===== src/rtl/lane_mem_arbiter_pkg.sv =====
// Shared types and the round-robin pick function for lane_mem_arbiter.
package lane_mem_arbiter_pkg;

    typedef enum logic [1:0] {INIT, IDLE, SERVE} arb_state_t;

    localparam int unsigned RR_MAX = 8;

    // One-hot grant: first set bit of valid searching upward from ptr, wrapping modulo n.
    function automatic logic [RR_MAX-1:0] rr_pick(input logic [RR_MAX-1:0] valid,
                                                  input int unsigned ptr,
                                                  input int unsigned n);
        logic [RR_MAX-1:0] g;
        logic              found;
        int unsigned       idx;
        g     = '0;
        found = 1'b0;
        for (int unsigned i = 0; i < RR_MAX; i++) begin
            if (i < n) begin
                idx = (ptr + i) % n;
                if (!found && valid[idx[$clog2(RR_MAX)-1:0]]) begin
                    g[idx[$clog2(RR_MAX)-1:0]] = 1'b1;
                    found = 1'b1;
                end
            end
        end
        return g;
    endfunction

endpackage


===== src/rtl/lane_mem_arbiter_rr_arbiter.sv =====
// Round-robin arbiter: combinational grant plus the rotating priority pointer.
module rr_arbiter
    import lane_mem_arbiter_pkg::*;
#(
    parameter int unsigned NREQ = 3
) (
    input  logic            clk,
    input  logic            rst,
    input  logic [NREQ-1:0] valid,
    output logic [NREQ-1:0] grant
);

    localparam int unsigned PW = $clog2(NREQ);

    logic [PW-1:0] rr_ptr;
    logic [PW-1:0] next_ptr;

    always_comb begin
        grant    = NREQ'(rr_pick(RR_MAX'(valid), 32'(rr_ptr), NREQ));
        next_ptr = rr_ptr;
        for (int unsigned i = 0; i < NREQ; i++) begin
            if (grant[i]) next_ptr = PW'((i + 1) % NREQ);
        end
    end

    always_ff @(posedge clk or posedge rst) begin
        if (rst) begin
            rr_ptr <= '0;
        end else if (|grant) begin
            rr_ptr <= next_ptr;
        end
    end

endmodule


===== src/rtl/lane_mem_arbiter.sv =====
// Round-robin shared single-port memory with lane-granular writes and 1-cycle reads.
// MEMARB_ZERO_INIT_EN: zero every word after reset before accepting requests.
module lane_mem_arbiter
    import lane_mem_arbiter_pkg::*;
#(
    parameter  int unsigned NREQ  = 3,
    parameter  int unsigned W     = 32,
    parameter  int unsigned LW    = 8,
    parameter  int unsigned DEPTH = 16,
    localparam int unsigned AW    = $clog2(DEPTH),
    localparam int unsigned NL    = W / LW
) (
    input  logic                     clk,
    input  logic                     rst,
    input  logic [NREQ-1:0]          req_valid,
    output logic [NREQ-1:0]          req_ready,
    input  logic [NREQ-1:0]          req_we,
    input  logic [NREQ-1:0][AW-1:0]  req_addr,
    input  logic [NREQ-1:0][NL-1:0]  req_lanes,
    input  logic [NREQ-1:0][W-1:0]   req_wdata,
    output logic [NREQ-1:0]          rsp_valid,
    output logic [W-1:0]             rsp_rdata,
    output logic                     busy
);

    if (W % LW != 0) begin : g_lane_check
        $error("lane_mem_arbiter: W must be a multiple of LW");
    end

    arb_state_t      state;
    logic            in_init;
    logic [NREQ-1:0] arb_valid;
    logic [NREQ-1:0] grant;
    logic            any_grant;
    logic            sel_we;
    logic [AW-1:0]   sel_addr;
    logic [NL-1:0]   sel_lanes;
    logic [W-1:0]    sel_wdata;
    logic [W-1:0]    mem [0:DEPTH-1];
`ifdef MEMARB_ZERO_INIT_EN
    logic [AW-1:0]   init_addr;
`endif

    assign in_init = (state == INIT);
    // Masking with rst makes req_ready (and thus any write) drop asynchronously.
    assign arb_valid = req_valid & {NREQ{~rst & ~in_init}};

    rr_arbiter #(.NREQ(NREQ)) u_rr (
        .clk   (clk),
        .rst   (rst),
        .valid (arb_valid),
        .grant (grant)
    );

    assign req_ready = grant;
    assign any_grant = |grant;
    assign busy      = in_init | (~rst & |(req_valid & ~req_ready));

    always_comb begin
        sel_we    = 1'b0;
        sel_addr  = '0;
        sel_lanes = '0;
        sel_wdata = '0;
        for (int unsigned i = 0; i < NREQ; i++) begin
            if (grant[i]) begin
                sel_we    = req_we[i];
                sel_addr  = req_addr[i];
                sel_lanes = req_lanes[i];
                sel_wdata = req_wdata[i];
            end
        end
    end

    always_ff @(posedge clk or posedge rst) begin
        if (rst) begin
`ifdef MEMARB_ZERO_INIT_EN
            state     <= INIT;
            init_addr <= '0;
`else
            state     <= IDLE;
`endif
        end else begin
            case (state)
                INIT: begin
`ifdef MEMARB_ZERO_INIT_EN
                    init_addr <= init_addr + 1'b1;
                    if (init_addr == AW'(DEPTH - 1)) state <= IDLE;
`else
                    state <= IDLE;
`endif
                end
                IDLE, SERVE: state <= (|req_valid) ? SERVE : IDLE;
                default:     state <= IDLE;
            endcase
        end
    end

    always_ff @(posedge clk) begin
`ifdef MEMARB_ZERO_INIT_EN
        if (in_init && !rst) begin
            mem[init_addr] <= '0;
        end else
`endif
        if (any_grant && sel_we) begin
            for (int unsigned l = 0; l < NL; l++) begin
                if (sel_lanes[l]) mem[sel_addr][l*LW +: LW] <= sel_wdata[l*LW +: LW];
            end
        end
    end

    always_ff @(posedge clk or posedge rst) begin
        if (rst) begin
            rsp_valid <= '0;
            rsp_rdata <= '0;
        end else begin
            rsp_valid <= (any_grant && !sel_we) ? grant : '0;
            if (any_grant && !sel_we) rsp_rdata <= mem[sel_addr];
        end
    end

endmodule


===== config.mk =====
export PLATFORM = sky130hd
export DESIGN_NAME = lane_mem_arbiter
export DESIGN_NICKNAME = d
export VERILOG_FILES = /design/src/rtl/lane_mem_arbiter_pkg.sv /design/src/rtl/lane_mem_arbiter_rr_arbiter.sv /design/src/rtl/lane_mem_arbiter.sv
export SDC_FILE = /design/constraint.sdc
export NUM_CORES = 1
export LEC_CHECK = 0
export CORE_MARGIN = 5
export CORE_UTILIZATION = 35
export DETAILED_ROUTE_END_ITERATION = 10
export GPL_ROUTABILITY_DRIVEN = 0
export GPL_TIMING_DRIVEN = 0
export HOLD_SLACK_MARGIN = 0.08
export SLEW_MARGIN = 15
export SYNTH_ARGS = -nofsm -noshare
export SYNTH_HDL_FRONTEND = slang
export SYNTH_SLANG_ARGS = --single-unit

===== constraint.sdc =====
create_clock -name clk -period 4.53 [get_ports clk]
set_input_delay 1.359 -clock clk [delete_from_list [all_inputs] [get_ports clk]]
set_output_delay 1.359 -clock clk [all_outputs]
set_load 0.05 [all_outputs]

# After elaboration in Yosys (flattened, before gate mapping)
# Memories as Yosys holds them, arrays and structs flattened. A register that Yosys moved wholly into a read port is not among the register bits.
# Index checks and enable logic that the tools add are counted.
# op_classes
n_addsub	2
muxes	47
magnitude_cmp	6
n_div	3
bitwise	10
reduce_logical	17
eq_ne	2
# op_table
cell	n
2-to-1 mux 32 bit	3
remainder unit 32 x 2 -> 32 bit (second input constant)	2
remainder unit 2 x 2 -> 32 bit (second input constant)	1
2-to-1 mux 4 bit	6
2-to-1 mux 1 bit	23
< comparator 3 x 4 -> 1 bit (second input constant)	3
2-to-1 mux 3 bit	4
2-to-1 mux 2 bit	5
binary-select mux 1 bit (select 3 bit)	3
demux 1 bit (select 3 bit)	3
>= comparator 3 x 1 -> 1 bit (second input constant)	3
OR reduction 3 bit	3
logical AND 1 bit	7
AND 3 bit	2
OR 3 bit	2
adder 2 x 1 -> 3 bit (second input constant)	1
adder 2 x 2 -> 3 bit (second input constant)	1
zero test 1 bit	3
NOT 3 bit	1
nonzero test 3 bit	1
AND 1 bit	2
equality test 2 x 1 -> 1 bit (second input constant)	1
equality test 2 bit (second input constant)	1
zero test 2 bit	1
other kinds (4)	5
# totals
inputBits	128
regBits	7
memories	1
ram_bits	512
output_inout_bits	39
word_cells	91
# memory_table
name	words	word_bits	rd	rd_ports_with_merged_regs	wr	line	source
mem	16	32	1	1	1	lane_mem_arbiter.sv:39	logic [W-1:0] mem [0:DEPTH-1];

# Logic depth before layout (Yosys ltp)
# Gate-level depths: netlist of run 1.
# logic_depth
word_depth	19
mapped_depth	17
mapped_depth_nobuf	13

# Modules after synthesis
# From an unflattened synthesis of run 1, not the netlist that was laid out.
# unflattened
hier_cells	1963
area_unflattened_um2	25044.0
# by_module_without_submodules
mod	area_each_um2	n_inst	cells_each	seq_area_each_um2
lane_mem_arbiter	24654.9	1	1920	16301.9
rr_arbiter	389.1	1	43	50.0

# Least setup slack after synthesis of run 1
# OpenSTA, ideal clock, no wires.
# synth_timing
path_type	in2out
startpoint	in rst
endpoint	out busy
t_required_ns	3.171
path_buffers	2
t_arrival_ns	3.724
slack_ns	-0.553
stages	8
path_cell_list	or2_1 > buf_2 > a221o_1 > and2_1 > a211oi_4 > buf_2 > a222oi_1 > o21bai_1
# synth_between
elab_chain_cells	17
elab_cells_between_ends	25
classes_between	mux (11); bitwise (9); reduce/logical (5)
# synth_lines
element	line	source
from (decl)	lane_mem_arbiter.sv:14	input logic rst,
NOT 1 bit *	lane_mem_arbiter.sv:46, lane_mem_arbiter.sv:57	
AND 1 bit	lane_mem_arbiter.sv:46	assign arb_valid = req_valid & {NREQ{~rst & ~in_init}};
AND 3 bit	lane_mem_arbiter.sv:46	
binary-select mux 1 bit (select 3 bit)	lane_mem_arbiter_pkg.sv:20	if (!found && valid[idx[$clog2(RR_MAX)-1:0]]) begin
2-to-1 mux 1 bit (implied by the code)	lane_mem_arbiter_pkg.sv:20	
2-to-1 mux 1 bit	lane_mem_arbiter_pkg.sv:20	
zero test 1 bit	lane_mem_arbiter_pkg.sv:20	
logical AND 1 bit	lane_mem_arbiter_pkg.sv:20	
2-to-1 mux 1 bit	lane_mem_arbiter_pkg.sv:20	
zero test 1 bit	lane_mem_arbiter_pkg.sv:20	
logical AND 1 bit	lane_mem_arbiter_pkg.sv:20	
2-to-1 mux 3 bit	lane_mem_arbiter_pkg.sv:20	
NOT 3 bit	lane_mem_arbiter.sv:57	assign busy = in_init | (~rst & |(req_valid & ~req_ready));
AND 3 bit	lane_mem_arbiter.sv:57	
OR reduction 3 bit	lane_mem_arbiter.sv:57	
AND 1 bit *	lane_mem_arbiter.sv:57	
OR 1 bit *	lane_mem_arbiter.sv:57	
to (decl)	lane_mem_arbiter.sv:23	output logic busy
# Mark *: on every way between the ends. The rest lies on a longest branch, timed or not. The select of a mux whose other input is x is not followed.

# Final worst setup path of run 1
# layout_timing
startpoint	in req_valid[2]
endpoint	out busy
# layout_between
elab_chain_cells	15
elab_cells_between_ends	23
classes_between	mux (11); bitwise (7); reduce/logical (5)
# layout_lines
element	line	source
from (decl)	lane_mem_arbiter.sv:15	input logic [NREQ-1:0] req_valid,
AND 3 bit	lane_mem_arbiter.sv:46	
binary-select mux 1 bit (select 3 bit)	lane_mem_arbiter_pkg.sv:20	
2-to-1 mux 1 bit (implied by the code)	lane_mem_arbiter_pkg.sv:20	
2-to-1 mux 1 bit	lane_mem_arbiter_pkg.sv:20	
zero test 1 bit	lane_mem_arbiter_pkg.sv:20	
logical AND 1 bit	lane_mem_arbiter_pkg.sv:20	
2-to-1 mux 1 bit	lane_mem_arbiter_pkg.sv:20	
zero test 1 bit	lane_mem_arbiter_pkg.sv:20	
logical AND 1 bit	lane_mem_arbiter_pkg.sv:20	
2-to-1 mux 3 bit	lane_mem_arbiter_pkg.sv:20	
NOT 3 bit	lane_mem_arbiter.sv:57	
AND 3 bit *	lane_mem_arbiter.sv:57	
OR reduction 3 bit *	lane_mem_arbiter.sv:57	
AND 1 bit *	lane_mem_arbiter.sv:57	
OR 1 bit *	lane_mem_arbiter.sv:57	
# Marks and branches as above.

==> flow_summary.ini, run 1 <==
[outcome]
status = finished with violations
violations = negative setup slack

[floorplan]
die_x_um = 265.4
die_h_um = 265.4
rows = 93
coreArea_um2 = 64580
ios = 167
initial_core_util_pct = 35.34
die_area_um2 = 70420

[drt]
drcViolationCount = 0
postRouteAntennaNets = 0
wirelength_um = 76460
drt_pass1_iterations = 5
wl_per_cell_um = 25.87
via_per_inst = 5.569
first_iter_violations = 1835
vias = 16460

[cells_and_area]
n_fill_cell = 5625
multi_input_area_um2 = 6655
nets = 2194
drive_above_1_share_pct = 20.32
final-seq-area_um2 = 16350
finalNonFillerCells = 2956
area_growth_pct = 29.03
diodes = 0

[yosys]
ys_seq_area_share_pct = 71.64
synth_edf_count = 512
yosysWarnings = 0
synthesis.area_um2 = 22830
async_flop_share_pct = 7.078
ys.flop_type = edfxtp_1
yosys.area.top_type = edfxtp_1
syn_inst = 1712
synthesis.nets = 1849
synthTopCellsByCount = edfxtp_1, nand2_1, nand3_1
yosysUniqueCellTypes = 66
synth.area.top_cells = edfxtp_1, nand2_1, dfrtp_1
postSynthAreaPerCell_um2 = 13.33
synth_top_area_share_pct = 67.36
ys_seq_elements = 551
yosysMostFrequentCell = edfxtp_1

[critical_path]
cp-end-kind = output port
cp_max_fo = 5
critPathBufInv = 3
cp.arrival_ns = 3.19
critPathKind = in2out
crit_family = compound AO/OA/AOI/OAI gates
crit_path_max_incr_delay_ns = 0.47
critical_path_required_ns = 3.17
cp_common_cell = buf_6
start_kind = input port
path_cells = buf_4 > mux2_4 > a21o_1 > a311oi_2 > a211oi_4 > buf_6 > a222oi_1 > o21bai_4 > buf_6
crit_slowest_cell = a222oi_1

[power]
ir_worst_vdd_mv = 0.5062
power_density_nw_per_um2 = 843.6
p_leak_nw = 10.65

[placement]
pre_cts_slack_ns = -1.980
dpl.cell_count = 2778
dpl.hpwl_um = 53180
io_buffer_count = 166

[timing]
finalClockSkew_ns = 0.02083
slew_headroom_pct = 35.13
finalHoldViolations = 0
worstMarginPinSlew_ns = 0.9731
fmax_mhz = 219.8
post-route-min-period_ns = 4.550
setup_viol = 1
slew_violations = 0
rsz0062_at_grt = yes
period_share_pct = 100.4
setup_slack_ns = -0.02014

[clock_network]
clock-sinks = 551
clkSlewWorstSetupHoldPaths_ns = 0.06
htreeDepth = 2
cts_buffers = 56
root_buffer = clkbuf_16
cts_tree = yes
clkLatencyLatePin_ns = 0.61
clockBufferDepth = 3

[grt]
first_global_vias = 16130
grt_use_total_pct = 20.99
overflow = 0
antenna_found_initial = 1
grt_first_pass_wirelength_um = 108900
grt_max_degree = 40

[worst_hold_path]
worstHoldPathType = reg2reg

[run]
maxCapViolCount = 0
-- worst register-to-register path, cell delays in order (launching register included) --
cell,delay (ns)
dfrtp_2,0.45
inv_4,0.10
ha_1,0.23
buf_4,0.18
nor3b_4,0.29
a21oi_4,0.09
o31ai_4,0.24
o22a_2,0.27
inv_4,0.08
a222oi_1,0.50
a22o_1,0.36
nand3_4,0.27
buf_2,0.40
nor3_4,0.44
buf_6,0.22
-- per-layer routing --
layer | share of wire [%] | GRT usage, % | vias to the layer above
met2 | 47 | 33.82 | 944
met1 | 38 | 27.43 | 8136
li1 | - | - | 7189
met5 | 0.017 | 0 | -
met3 | 10 | 4.357 | 191
met4 | 5.0 | 9.720 | 2
-- logic make-up (layout without fill, tap and decap cells) --
family                   after synthesis  in the layout  synth area share, %
AND/OR/NAND/NOR                      658            658                12.44
flip-flops                           551            551                71.64
AO/OA/AOI/OAI                        280            280                8.529
buffers and inverters                126            515                3.048
multiplexers                          86             86                3.777
adder cells (fa/ha/maj)                9              9               0.4933
XOR/XNOR                               2              2              0.07676
-- sequential cells by signal, summed over array words and instances, names as in the netlist --
name	flops
mem	512
state	2
rsp_valid	3
rsp_rdata	32
u_rr.rr_ptr	2
-- final cells by class --
type                       count  share of cell area [%]
clock inverter                25                  0.4333
sequential                   551                   55.52
timing repair buffer         292                   9.911
clock buffer                  77                   5.268
buffer                       111                   2.472
tap                          855                   3.632
inverter                      10                  0.1614
multi-input combinational   1035                   22.60
-- where the power goes --
part,internal (W),switching (W)
combinational,0.00390,0.00947
clock,0.00238,0.00191
sequential,0.00702,0.000167
-- cells in the final DEF (no fill, tap or decap), types with 29 or more instances in the layout --
master,Yosys,final
mux2i_1,85,85
clkbuf_16,0,59
buf_2,50,43
a31oi_1,42,42
clkdlybuf4s50_1,0,158
nand3_1,171,163
dfrtp_1,38,37
buf_4,22,117
o21ai_1,13,39
buf_6,10,29
nand2_1,353,349
nor3_4,0,31
a21oi_1,49,48
clkbuf_1,29,34
nor2_1,65,32
edfxtp_1,512,512
a221oi_1,34,34
a22oi_1,33,33
nor2_4,0,32
-- final timing paths --
kind,start,end,slack [ns],depth (start not counted)
min reg2reg,rsp_rdata[16]$_DFFE_PP0P_,rsp_rdata[16]$_DFFE_PP0P_,0.49,2
min in group asynchronous,rst,state[1]$_DFF_PP0_,1.00,3
min,rsp_rdata[16]$_DFFE_PP0P_,rsp_rdata[16]$_DFFE_PP0P_,0.49,2
max reg2reg,u_rr.rr_ptr[1]$_DFFE_PP0P_,mem[9][27]$_DFFE_PP_,0.11,14
max in group asynchronous,rst,rsp_rdata[11]$_DFFE_PP0P_,3.02,3
max,req_valid[2],busy,-0.02,9
-- metrics by stage --
stage          area [µm²]  power [W]  hold WS (ns)  utilization, %  TNS (ns)
6_report            29450    0.02484        0.4920           45.61  -0.02014
3_5_place_dp        26130    0.01928        0.4828           40.45  -1352.29
5_1_grt             29450    0.02583        0.5155           45.61   -0.4210
3_3_place_gp        25580    0.01877        0.4733           39.61  -1860.80
4_1_cts             29180    0.02442        0.4956           45.18  -0.09168
2_1_floorplan       22850    0.01433        0.5991               -   -0.1176
-- repair_timing --
action / CTS / global route
hold buffers: 0 / 0
setup buffers: 59 / 22
pin swaps: 40 / 17
gates resized for setup: 204 / 30
endpoints found under the setup margin: 982 / 400
No activity file was read; power rests on OpenSTA's default activity.
==> run 2: changes to the inputs <==
--- a/config.mk
+++ b/config.mk
@@ -5,9 +5,11 @@
 export SDC_FILE = /design/constraint.sdc
 export NUM_CORES = 1
 export LEC_CHECK = 0
+export CAP_MARGIN = 20
 export CORE_MARGIN = 5
 export CORE_UTILIZATION = 35
 export DETAILED_ROUTE_END_ITERATION = 10
+export DONT_BUFFER_PORTS = 1
 export GPL_ROUTABILITY_DRIVEN = 0
 export GPL_TIMING_DRIVEN = 0
 export HOLD_SLACK_MARGIN = 0.08
==> run 2 against run 1 <==
The run now ends clean. Largest cell class unchanged. Core utilization is 3.1 points lower. Register-to-register slack worse by 0.10 ns. Die area is the same. Clock skew down 0.0044 ns. Critical path type is now in2reg. Final cell count decreased by 6.3%. Sequential cell count stayed put.
==> flow_summary.ini, run 2 (synthesis results as in run 1) <==
[outcome]
status = finished, final reports clean

[floorplan]
ios = 167
initial_core_util_pct = 35.34
die_h_um = 265.4
die_area_um2 = 70420
die_x_um = 265.4
rows = 93
coreArea_um2 = 64580

[drt]
vias = 15780
wl_per_cell_um = 27.00
drcViolationCount = 0
via_per_inst = 5.696
drt_pass1_iterations = 5
wirelength_um = 74830
postRouteAntennaNets = 0
first_iter_violations = 1649

[critical_path]
start_kind = input port
r2r_slack_ns = 0.01
rr_startpoint = state[0]$_DFF_PP1_
cp_max_fo = 10
cp-end-kind = register
critPathKind = in2reg
r2r_end = mem[3][12]$_DFFE_PP_
rr_worst_depth = 17
critical_path_required_ns = 4.83
startpoint = rst
endpoint = mem[3][12]$_DFFE_PP_
cp.arrival_ns = 4.82

[timing]
fmax_mhz = 220.9
tns_ns = 0
period_share_pct = 99.92
worstMarginPinSlew_ns = 0.9993
finalClockSkew_ns = 0.01647
post-route-min-period_ns = 4.526
slew_violations = 0
finalHoldViolations = 0
rsz0062_at_grt = yes
slew_headroom_pct = 33.38
setup_viol = 0

[cells_and_area]
reg.largest.list = mem: 512 flops, rsp_rdata: 32 flops, rsp_valid: 3 flops
drive_above_1_share_pct = 20.82
nets = 2007
final_cell_mix = edfxtp_1, nand2_1, nand3_1, buf_4, mux2i_1
area_growth_pct = 20.19
layout_commonest_cell = edfxtp_1
largest_reg_flops = 512
n_fill_cell = 5818
top_register = mem
diodes = 0

[grt]
first_global_vias = 15440
grt_first_pass_wirelength_um = 106400
grt_max_degree = 40
antenna_found_initial = 1
overflow = 0
grt_use_total_pct = 20.59

[clock_network]
cts_tree = yes
clkLatencyLatePin_ns = 0.61
clock-sinks = 551
clkSlewWorstSetupHoldPaths_ns = 0.06
htreeDepth = 2
root_buffer = clkbuf_16
cts_buffers = 56
holdBufCountCts = 0
clockBufferDepth = 3

[worst_hold_path]
hold_start = u_rr.rr_ptr[1]$_DFFE_PP0P_
worstHoldPathType = reg2reg

[placement]
dpl.hpwl_um = 52810
io_buffer_count = 0

[run]
maxCapViolCount = 0
==> run 2: cell types whose count changed in the layout (fill, tap and decap cells not counted), sizes merged <==
cell | previous run | this run
clkdlybuf4s50 | 158 | 0
buf | 213 | 185
clkinv | 20 | 25
clkbuf | 107 | 104
bufinv | 0 | 1
clkdlybuf4s15 | 2 | 1
inv | 11 | 10
==> run 2: worst max-delay path, stage by stage <==
cell and delay [ns]:
or2_4 0.25, buf_4 0.15, a221oi_4 0.26, a31oi_1 0.10
o22a_2 0.25, inv_2 0.16, a221o_1 0.19, o21a_1 0.21
buf_4 0.26, buf_6 0.24, buf_6 0.19, buf_4 0.32
nand3_2 0.28, nor2_2 0.31, buf_4 0.26
==> run 2: per-stage QoR <==
step           hold WS [ns]  util (%)  instances  worst slack, ns  cell area [µm²]
5_1_grt              0.6483     42.48       2771          -0.1386            27440
3_3_place_gp         0.6638     37.04       2567           -1.884            23920
4_1_cts              0.5850     42.09       2754        -0.001986            27180
6_report             0.5968     42.48       2771         0.003595            27440
3_5_place_dp         0.6739     37.91       2615           -1.149            24480
2_1_floorplan        0.5991         -       1712          -0.1176            22850
==> run 2: worst min-delay path by stage <==
stage                                       endpoint  depth (start not counted)
final                     u_rr.rr_ptr[1]$_DFFE_PP0P_                          2
after global routing      u_rr.rr_ptr[1]$_DFFE_PP0P_                          2
after CTS                 u_rr.rr_ptr[1]$_DFFE_PP0P_                          2
after detailed placement   rsp_rdata[19]$_DFFE_PP0P_                          4
after global placement     rsp_rdata[28]$_DFFE_PP0P_                          4
after floorplan           u_rr.rr_ptr[1]$_DFFE_PP0P_                          2
==> run 2: cell type report <==
class                           count  area (µm²)  share of cell area [%]
Clock buffer                       74        1500                   5.468
Sequential cell                   551       16350                   59.61
Buffer                            114       749.5                   2.732
Multi-Input combinational cell   1035        6548                   23.87
Clock inverter                     30       181.4                  0.6613
Tap cell                          855        1070                   3.899
Timing Repair Buffer              102       987.2                   3.598
Inverter                           10       45.04                  0.1642
==> run 2: timing repair <==
action                     CTS  global route
setup endpoints to repair  706           314
pin swaps                   27            12
buffers inserted            37            17
gates resized for setup    141            16
==> run 2: routing by layer <==
metal / vias up / global-route usage [%] / wire, µm
li1: 6816 / - / -
met1: 7876 / 26.97 / 28640
met2: 899 / 33.48 / 35400
met3: 193 / 4.088 / 7112
met4: 0 / 9.077 / 3677
met5: - / 0 / 0
Power of run 2 is left out: the tool's default activity adds up to more than one toggle a clock period on the data nets, which glitch-free logic cannot reach.
